### src/rtl/iccm_prog_pkg.sv
// rtl/iccm_prog_pkg.sv - shared types and constants for the ICCM program loader
package iccm_prog_pkg;

  typedef enum logic [2:0] {
    IDLE,
    SYNC,
    LEN,
    DATA,
    CSUM,
    DONE,
    ERR
  } prog_state_e;

  typedef enum logic [1:0] {
    RX_IDLE,
    RX_START,
    RX_BITS,
    RX_STOP
  } rx_state_e;

  localparam logic [7:0] SYNC_BYTE = 8'hA5;
  localparam int         LEN_BYTES = 2;

endpackage

### src/rtl/uart_rx_core.sv
// rtl/uart_rx_core.sv - 8N1 UART receiver with runtime clocks-per-bit divisor
module uart_rx_core #(
  parameter int CpbWidth = 16
) (
  input  logic                clk,
  input  logic                rst_n,
  input  logic [CpbWidth-1:0] cpb,
  input  logic                rx,
  output logic [7:0]          rx_byte,
  output logic                valid,
  output logic                frame_err
);
  import iccm_prog_pkg::*;

  logic                rx_s1, rx_s2, rx_s3;
  rx_state_e           state, state_nx;
  logic [CpbWidth-1:0] cnt, cnt_nx;
  logic [2:0]          bit_idx, bit_nx;
  logic [7:0]          shift, shift_nx;
  logic                valid_nx, ferr_nx;

  assign rx_byte = shift;

  // Two-flop synchroniser on the pin, plus one history flop for falling-edge detection
  always_ff @(posedge clk or negedge rst_n) begin
    if (!rst_n) begin
      rx_s1 <= 1'b1;
      rx_s2 <= 1'b1;
      rx_s3 <= 1'b1;
    end else begin
      rx_s1 <= rx;
      rx_s2 <= rx_s1;
      rx_s3 <= rx_s2;
    end
  end

  // Receiver state and datapath registers
  always_ff @(posedge clk or negedge rst_n) begin
    if (!rst_n) begin
      state     <= RX_IDLE;
      cnt       <= '0;
      bit_idx   <= '0;
      shift     <= '0;
      valid     <= 1'b0;
      frame_err <= 1'b0;
    end else begin
      state     <= state_nx;
      cnt       <= cnt_nx;
      bit_idx   <= bit_nx;
      shift     <= shift_nx;
      valid     <= valid_nx;
      frame_err <= ferr_nx;
    end
  end

  // Bit timing: half-bit to the start-bit centre, then one full bit period per sample
  always_comb begin
    state_nx = state;
    cnt_nx   = cnt;
    bit_nx   = bit_idx;
    shift_nx = shift;
    valid_nx = 1'b0;
    ferr_nx  = frame_err;
    case (state)
      RX_IDLE: begin
        if (rx_s3 && !rx_s2) begin
          state_nx = RX_START;
          cnt_nx   = (cpb >> 1) - 1'b1;
        end
      end
      RX_START: begin
        if (cnt != '0) begin
          cnt_nx = cnt - 1'b1;
        end else if (!rx_s2) begin
          state_nx = RX_BITS;
          cnt_nx   = cpb - 1'b1;
          bit_nx   = '0;
        end else begin
          // line went back high: glitch, not a start bit
          state_nx = RX_IDLE;
        end
      end
      RX_BITS: begin
        if (cnt != '0) begin
          cnt_nx = cnt - 1'b1;
        end else begin
          shift_nx = {rx_s2, shift[7:1]};
          cnt_nx   = cpb - 1'b1;
          bit_nx   = bit_idx + 1'b1;
          if (bit_idx == 3'd7) state_nx = RX_STOP;
        end
      end
      RX_STOP: begin
        if (cnt != '0) begin
          cnt_nx = cnt - 1'b1;
        end else begin
          valid_nx = 1'b1;
          ferr_nx  = !rx_s2;
          state_nx = RX_IDLE;
        end
      end
      default: state_nx = RX_IDLE;
    endcase
  end

endmodule

### src/rtl/iccm_prog_loader.sv
// rtl/iccm_prog_loader.sv - UART boot loader streaming a framed image into ICCM
module iccm_prog_loader #(
  parameter int DataWidth = 32,
  parameter int AddrWidth = 12,
  parameter int CpbWidth  = 16
) (
  input  logic                 clk_i,
  input  logic                 rst_ni,
  input  logic                 prog_i,
  input  logic [CpbWidth-1:0]  clks_per_bit_i,
  input  logic                 rx_i,
  output logic                 we_o,
  output logic [AddrWidth-1:0] addr_o,
  output logic [DataWidth-1:0] wdata_o,
  output logic                 prog_rst_no,
  output logic                 busy_o,
  output logic                 done_o,
  output logic                 err_o
);
  import iccm_prog_pkg::*;

  localparam int BytesPerWord = DataWidth / 8;
  localparam int BcWidth      = (BytesPerWord > 1) ? $clog2(BytesPerWord) : 1;
  localparam logic [BcWidth-1:0] LastByte = BcWidth'(BytesPerWord - 1);
  // Largest legal word count; with 16+ address bits every 16-bit count fits
  localparam logic [16:0] MaxWords = (AddrWidth >= 16) ? 17'h1_0000 : (17'd1 << AddrWidth);

  prog_state_e          state, state_nx;
  logic                 prog_q;
  logic [CpbWidth-1:0]  cpb_q;
  logic [7:0]           len_lo;
  logic                 len_cnt;
  logic [15:0]          rem;
  logic [BcWidth-1:0]   byte_cnt;
  logic [AddrWidth-1:0] idx;
  logic [DataWidth-1:0] word, word_nx;
  logic [7:0]           csum;

  logic [7:0]  rx_byte;
  logic        rx_valid, rx_ferr;
  logic        prog_rise, prog_fall, active, session_start, accept, len_last;
  logic [15:0] len_full;

  uart_rx_core #(.CpbWidth(CpbWidth)) u_rx (
    .clk       (clk_i),
    .rst_n     (rst_ni),
    .cpb       (cpb_q),
    .rx        (rx_i),
    .rx_byte   (rx_byte),
    .valid     (rx_valid),
    .frame_err (rx_ferr)
  );

  assign prog_rise     = prog_i & ~prog_q;
  assign prog_fall     = ~prog_i & prog_q;
  assign active        = (state == SYNC) || (state == LEN) || (state == DATA) || (state == CSUM);
  assign session_start = prog_rise && !active;
  assign accept        = active && rx_valid && !rx_ferr && !prog_fall;
  assign len_full      = {rx_byte, len_lo};
  assign len_last      = (len_cnt == 1'(LEN_BYTES - 1));

  assign busy_o      = active;
  assign done_o      = (state == DONE);
  assign err_o       = (state == ERR);
  assign prog_rst_no = !(active || (state == ERR));

  // Merge the incoming byte into its little-endian lane of the word being built
  always_comb begin
    word_nx = word;
    word_nx[int'(byte_cnt) * 8 +: 8] = rx_byte;
  end

  // Frame state register
  always_ff @(posedge clk_i or negedge rst_ni) begin
    if (!rst_ni) state <= IDLE;
    else         state <= state_nx;
  end

  // Frame sequencing; aborts (prog drop, framing error) take priority over byte decode
  always_comb begin
    state_nx = state;
    case (state)
      IDLE, DONE, ERR: begin
        if (prog_rise) state_nx = SYNC;
      end
      default: begin
        if (prog_fall || (rx_valid && rx_ferr)) begin
          state_nx = ERR;
        end else if (rx_valid) begin
          case (state)
            SYNC: if (rx_byte == SYNC_BYTE) state_nx = LEN;
            LEN: begin
              if (len_last) begin
                if ({1'b0, len_full} > MaxWords) state_nx = ERR;
                else if (len_full == 16'd0)     state_nx = CSUM;
                else                            state_nx = DATA;
              end
            end
            DATA: if (byte_cnt == LastByte && rem == 16'd1) state_nx = CSUM;
            CSUM: state_nx = (rx_byte == csum) ? DONE : ERR;
            default: state_nx = state;
          endcase
        end
      end
    endcase
  end

  // Session datapath: divisor latch, length capture, word assembly, checksum, write strobe
  always_ff @(posedge clk_i or negedge rst_ni) begin
    if (!rst_ni) begin
      prog_q   <= 1'b0;
      cpb_q    <= CpbWidth'(4);
      len_lo   <= '0;
      len_cnt  <= 1'b0;
      rem      <= '0;
      byte_cnt <= '0;
      idx      <= '0;
      word     <= '0;
      csum     <= '0;
      we_o     <= 1'b0;
      addr_o   <= '0;
      wdata_o  <= '0;
    end else begin
      prog_q <= prog_i;
      we_o   <= 1'b0;
      if (session_start) begin
        cpb_q    <= clks_per_bit_i;
        len_cnt  <= 1'b0;
        byte_cnt <= '0;
        idx      <= '0;
        csum     <= '0;
      end else if (accept) begin
        case (state)
          LEN: begin
            len_lo  <= rx_byte;
            len_cnt <= len_cnt + 1'b1;
            rem     <= len_full;
          end
          DATA: begin
            word <= word_nx;
            csum <= csum ^ rx_byte;
            if (byte_cnt == LastByte) begin
              byte_cnt <= '0;
              we_o     <= 1'b1;
              addr_o   <= idx;
              wdata_o  <= word_nx;
              idx      <= idx + 1'b1;
              rem      <= rem - 16'd1;
            end else begin
              byte_cnt <= byte_cnt + 1'b1;
            end
          end
          default: ;
        endcase
      end
    end
  end

endmodule

### config.mk
export PLATFORM = sky130hd
export DESIGN_NAME = iccm_prog_loader
export DESIGN_NICKNAME = d
export VERILOG_FILES = /design/src/rtl/iccm_prog_pkg.sv /design/src/rtl/uart_rx_core.sv /design/src/rtl/iccm_prog_loader.sv
export SDC_FILE = /design/constraint.sdc
export NUM_CORES = 1
export LEC_CHECK = 0
export CORE_UTILIZATION = 45
export DETAILED_ROUTE_END_ITERATION = 10
export HOLD_SLACK_MARGIN = 0.06
export REMOVE_ABC_BUFFERS = 1
export SYNTH_ARGS = -nofsm -noshare
export SYNTH_HDL_FRONTEND = slang
export SYNTH_SLANG_ARGS = --single-unit
### constraint.sdc
create_clock -name clk_i -period 3 [get_ports clk_i]
set_clock_uncertainty 0.15 [all_clocks]
set_input_delay 0.6 -clock clk_i [delete_from_list [all_inputs] [get_ports clk_i]]
set_output_delay 0.6 -clock clk_i [all_outputs]
set_load 0.01 [all_outputs]
* After elaboration in Yosys (flattened, before gate mapping)
Index checks and enable logic that the tools add are counted.
** Word-level totals
- Register bits after elaboration :: 178
- Bits in latches :: 0
- Memory bits (writable) :: 0
- Bits in read-only memories :: 0
- Input bits :: 20
- Logic and storage cells :: 162
- Memories kept :: 0
** Operators by class
- $add $sub $neg :: 9
- $mul :: 0
- Divide/modulo/power cells :: 0
- $lt $le $gt $ge :: 1
- Equality and inequality tests :: 27
- Shift-type cells :: 2
- Multiplexer cells :: 51
- Bitwise logic cells :: 7
- Reductions and logical operators :: 43
** Operator list (number)
- 2-to-1 mux 16 bit :: 6
- case mux 16 bit (4 select lines) :: 1
- 2-to-1 mux 12 bit :: 4
- subtractor 16 x 1 -> 16 bit (second input constant) :: 3
- 2-to-1 mux 3 bit :: 12
- negation 5 -> 33 bit :: 1
- variable shift 8 x 33 -> 32 bit (first input constant) :: 1
- variable part select 8 x 33 -> 32 bit :: 1
- bitwise mux 32 bit :: 1
- case mux 16 bit (2 select lines) :: 1
- 2-to-1 mux 8 bit :: 3
- 2-to-1 mux 2 bit :: 11
- equality test 16 x 1 -> 1 bit (second input constant) :: 1
- > comparator 16 x 13 -> 1 bit (second input constant) :: 1
- zero test 16 bit :: 1
- nonzero test 16 bit :: 1
- subtractor 15 x 1 -> 16 bit (second input constant) :: 1
- adder 12 x 1 -> 12 bit (second input constant) :: 1
- equality test 3 bit (second input constant) :: 4
- case mux 3 bit (4 select lines) :: 1
- AND reduction 3 bit :: 4
- AND reduction 4 bit :: 3
- nonzero test 2 bit :: 6
- inequality test 2 bit (second input constant) :: 5
- 30 further kinds :: 66

* Depth between registers and ports, before layout
Gate-level depths: netlist (run 1).
- Word-level depth :: 9
- Depth in mapped cells :: 9
- Gate-level depth less buffers :: 8

* Cells and area by module
From an unflattened synthesis (run 1), not the netlist that was laid out.
** Second synthesis, totals
- Cell total of the unflattened synthesis :: 958
- Area, all modules :: 9441.6 um^2
** By module, submodules not included
- iccm_prog_loader :: times used 1, cells an instance 640, area each 6765.2 um^2, seq. area each 3604.7 um^2
- uart_rx_core :: times used 1, cells an instance 318, area each 2676.3 um^2, seq. area each 854.6 um^2

* Worst setup path before layout (run 1)
No wires, ideal clock.
- Path type :: reg-to-reg
- Start :: reg cpb_q[1]
- End :: reg u_rx.cnt[13]
- Setup time :: 0.094 ns
- Data arrival time :: 2.056 ns
- Data required time :: 2.756 ns
- Slack :: 0.700 ns
- Cell stages (with the launch flop) :: 9
- Cell sequence :: dfrtp_1 > inv_1 > ha_1 > nor3b_1 > nand4_1 > xor2_1 > a221oi_1 > o31ai_1 > a211oi_1
** Between the ends
- Word-level cells in the longest chain between the ends :: 4
** RTL lines
- start: declaration :: line iccm_prog_loader.sv:30 : logic [CpbWidth-1:0] cpb_q;
- start signal: assignment :: line iccm_prog_loader.sv:112 : cpb_q <= CpbWidth'(4);
- start signal: assignment :: line iccm_prog_loader.sv:127 : cpb_q <= clks_per_bit_i;
- subtractor 16 x 1 -> 16 bit :: line uart_rx_core.sv:76, uart_rx_core.sv:88
- 2-to-1 mux 16 bit :: line uart_rx_core.sv:74 : end else if (!rx_s2) begin
- 2-to-1 mux 16 bit :: line uart_rx_core.sv:72 : if (cnt != '0) begin
- case mux 16 bit (4 select lines) * :: line uart_rx_core.sv:64 : case (state)
- end signal: assignment :: line uart_rx_core.sv:48 : cnt <= cnt_nx;
- end: declaration :: line uart_rx_core.sv:17 : logic [CpbWidth-1:0] cnt, cnt_nx;
Every way passes the cells marked *; elsewhere a longest branch is shown, timed or not. The select of a mux whose other input is x is not followed.
A chain may end at the register's enable or synchronous reset.

* Final worst setup path (run 1)
- Start :: reg state[2]
- End :: out prog_rst_no
** Between the ends
- Word-level cells in the longest chain between the ends :: 6
** RTL lines
- start: declaration :: line iccm_prog_loader.sv:28 : prog_state_e state, state_nx;
- start signal: assignment :: line iccm_prog_loader.sv:76 : else state <= state_nx;
- equality test 3 x 1 -> 1 bit or equality test 3 x 2 -> 1 bit (tied branches) :: line iccm_prog_loader.sv:56 : assign active = (state == SYNC) || (state == LEN) || (state == DATA) || (state == CSUM);
- logical OR 1 bit (3 in series) :: line iccm_prog_loader.sv:56
- logical OR 1 bit * :: line iccm_prog_loader.sv:65 : assign prog_rst_no = !(active || (state == ERR));
- zero test 1 bit * :: line iccm_prog_loader.sv:65
- end: declaration :: line iccm_prog_loader.sv:15 : output logic prog_rst_no,
Every way passes the cells marked *; elsewhere a longest branch is shown, timed or not.

==> results.yml, run 1 <==
run_status:
  status: "complete, no violations"
die:
  boundaryPins: 69
  rows: 52
  dieArea_mm2: 0.0217
  start_util: 0.464
  design.core.area_mm2: 0.0205
  die_x_um: 147
  dieHeight_um: 147
critical_path:
  cp_max_fo: 13
  crit_chain: "nor3_2 > nor2_2 > nor2_1 > clkdlybuf4s50_1"
  cp-end-kind: "primary output"
  max_stage_delay_ns: 0.54
  critical_path.slowest_cell: "dfrtp_1"
  crit_arrival_ns: 2.06
  crit_required_ns: 2.25
  cp-start-kind: "flip-flop"
  path_class: "flip-flop to primary output"
grt:
  grt_pass1_wl_um: 40100
  grt_max_degree: 66
  grt_overflow: 0
  antenna_found_initial: 0
  grt_pass1_vias: 7618
  grt_usage: 0.232
placement:
  portBuffers: 68
  place_area_mm2: 0.0106
  gp_congestion: 0.923
  dpl.hpwl_um: 16300
logic_synthesis:
  synth_edf_count: 0
  synth.distinct_cells: 69
  synth_cells: 1063
  synth.yosys.seq_area_share: 0.468
  synth_top_family_by_area: "simple AND/OR/NAND/NOR gates"
  synth-xor-area-share: 0.0442
  synth_ff_type: "dfrtp_1"
  synth_top_area_frac: 0.457
  syn-cell-area_mm2: 0.00952
  synth.mux.area_fraction: 0.0209
  yosysWarningCount: 0
  yosys.area_share.simple: 0.224
  syn_avg_cell_area_um2: 8.95
  synth_area_leader_cell: "dfrtp_1"
  synth_seq_cells: 178
  synth_fa_ha_area_frac: 0.0263
  yosys-top-cells-area: "dfrtp_1 (46%), nand2_1 (7.6%), o21ai_0 (5.1%)"
  async_flop_share: 1.00
  synth-compound-area-share: 0.176
layout:
  n_antenna_cell: 0
  nets: 1155
  final.fill_count: 1889
  most-common-layout-cells: "nand2_1 (192), dfrtp_1 (174), o21ai_0 (97)"
  layout_commonest_cell: "nand2_1"
  final_area_mm2: 0.0112
  area_delta_synth_final_pct: 17.7
  drive_gt1_frac: 0.0957
drt:
  viasPerCell: 5.55
  wirelength_um: 23800
  drt_first_pass_iters: 5
  ant_nets: 0
  drc_errors: 0
  initialDrtViolationCount: 521
  wl_per_cell_um: 17.0
  num_vias: 7761
sta:
  hold_viol_final: 0
  period_share: 0.938
  min_period_ns: 2.81
  final_max_slew_viol_count: 0
  worst_pin_slew_ns: 0.817
  fin_tns_setup_ns: 0
  clock.fmax_ghz: 0.355
  slew_headroom: 0.456
  timing.hold.ws_ns: 0.212
  setup_viol: 0
  rsz0062_at_grt: "false"
power_and_ir_drop:
  power_mw: 8.21
  leakagePower_nw: 4.97
  power_density_mw_per_mm2: 733
  vdd_drop_max_mv: 0.346
clocking:
  cts_buffers: 17
  clkLatencyLatePin_ns: 0.44
  path_clk_slew_ns: 0.08
  h-tree-depth: 4
  clockBufferDepth: 2
  cts_setup_buffers: 0
  cts_tree: "built"
  root_buffer: "clkbuf_16"
  numClockSinks: 178
worst_hold_path:
  hold_path_class: "flip-flop to flip-flop"
job:
  maxCapViolCount: 0
stage by stage:
step                std cells  worst slack (ns)   util
finish                   1398             0.186  0.546
CTS                      1398            0.0948  0.546
floorplan                 991             -1.29      -
detailed placement       1365             0.356  0.515
global placement         1365             0.413  0.515
global route             1398            0.0568  0.546
worst max-delay path, delay by kind of cell (launching register included):
| family | cells | cell delay, ns |
|---|---|---|
| simple gates | 3 | 0.56 |
| buf+inv | 1 | 0.53 |
| flops | 1 | 0.54 |
area by class of cell:
type	count	area, µm²	area share
well taps	270	338	0.0302
clock buffers	17	425	0.0380
repair buffers	105	987	0.0881
flip-flops and latches	178	4460	0.398
multi-input cells	788	4690	0.419
clock inverters	15	206	0.0184
inverters	25	93.8	0.00838
logic make-up after synthesis:
group	Yosys count
compound gates	266
buf+inv	97
xor+xnor	48
mux	18
flops	178
fa+ha+maj	20
simple gates	436
layer usage:
layer | track usage | wire length [µm]
met3 | 0.0420 | 1010
met4 | 0.0613 | 271
met1 | 0.337 | 11800
met5 | 0 | 0
met2 | 0.358 | 10600
registers in the layout, summed over array words and instances, names as in the netlist, 2 cells and up, named ones only:
name,count
len_lo,8
u_rx.bit_idx,3
word,32
addr_o,12
idx,12
u_rx.rx_byte,8
byte_cnt,2
rem,16
wdata_o,32
csum,8
state,3
cpb_q,16
u_rx.cnt,16
synthesized netlist by cell type, drive strengths merged, types with 2 or more instances:
master	n
a211oi	4
a21oi	70
a221oi	2
a22o	38
a22oi	5
a31oi	3
and2	11
and3	9
and4	2
buf	14
clkbuf	58
dfrtp	174
dfstp	4
ha	20
inv	25
mux2	15
mux2i	3
nand2	193
nand2b	6
nand3	36
nand4	16
nor2	57
nor2b	35
nor3	25
nor3b	3
nor4	19
nor4bb	2
o2111ai	6
o211ai	2
o21a	3
o21ai	98
o221ai	3
o22ai	3
o2bb2ai	9
o311ai	2
o31ai	6
or2	2
or3	8
or3b	2
or4	4
or4b	2
xnor2	19
xor2	29
power breakdown:
part / switching (mW) / internal (mW)
sequential: 0.470 / 2.65
combinational: 1.65 / 1.10
clock: 1.13 / 1.22
total: 3.24 / 4.96
final timing paths:
kind | start | end | slack [ns] | depth (start not counted)
setup / recovery | state[2]$_DFFE_PN0P_ | prog_rst_no | 0.19 | 4
hold / removal | u_rx.rx_s1$_DFF_PN1_ | u_rx.rx_s2$_DFF_PN1_ | 0.21 | 0
setup reg to reg | u_rx.state[0]$_DFFE_PN0P_ | u_rx.bit_idx[1]$_DFFE_PN0P_ | 0.40 | 7
hold reg to reg | u_rx.rx_s1$_DFF_PN1_ | u_rx.rx_s2$_DFF_PN1_ | 0.21 | 0
max in group asynchronous | rst_ni | cpb_q[2]$_DFFE_PN1P_ | 1.34 | 3
min in group asynchronous | rst_ni | rem[4]$_DFFE_PN0P_ | 0.59 | 2
timing repair:
item                       4_1_cts  5_1_grt
gates resized for setup          0        2
setup endpoints to repair        0        2
hold endpoints to repair        59        0
hold buffers                     1        0
Note: power is estimated with default switching activity, not from simulation.
==> run 2, diff against run 1 <==
Settings changed: TNS_END_PERCENT set to 20.
==> results of run 2 <==
Final layout, timing and power as in run 1 (identical DEF).
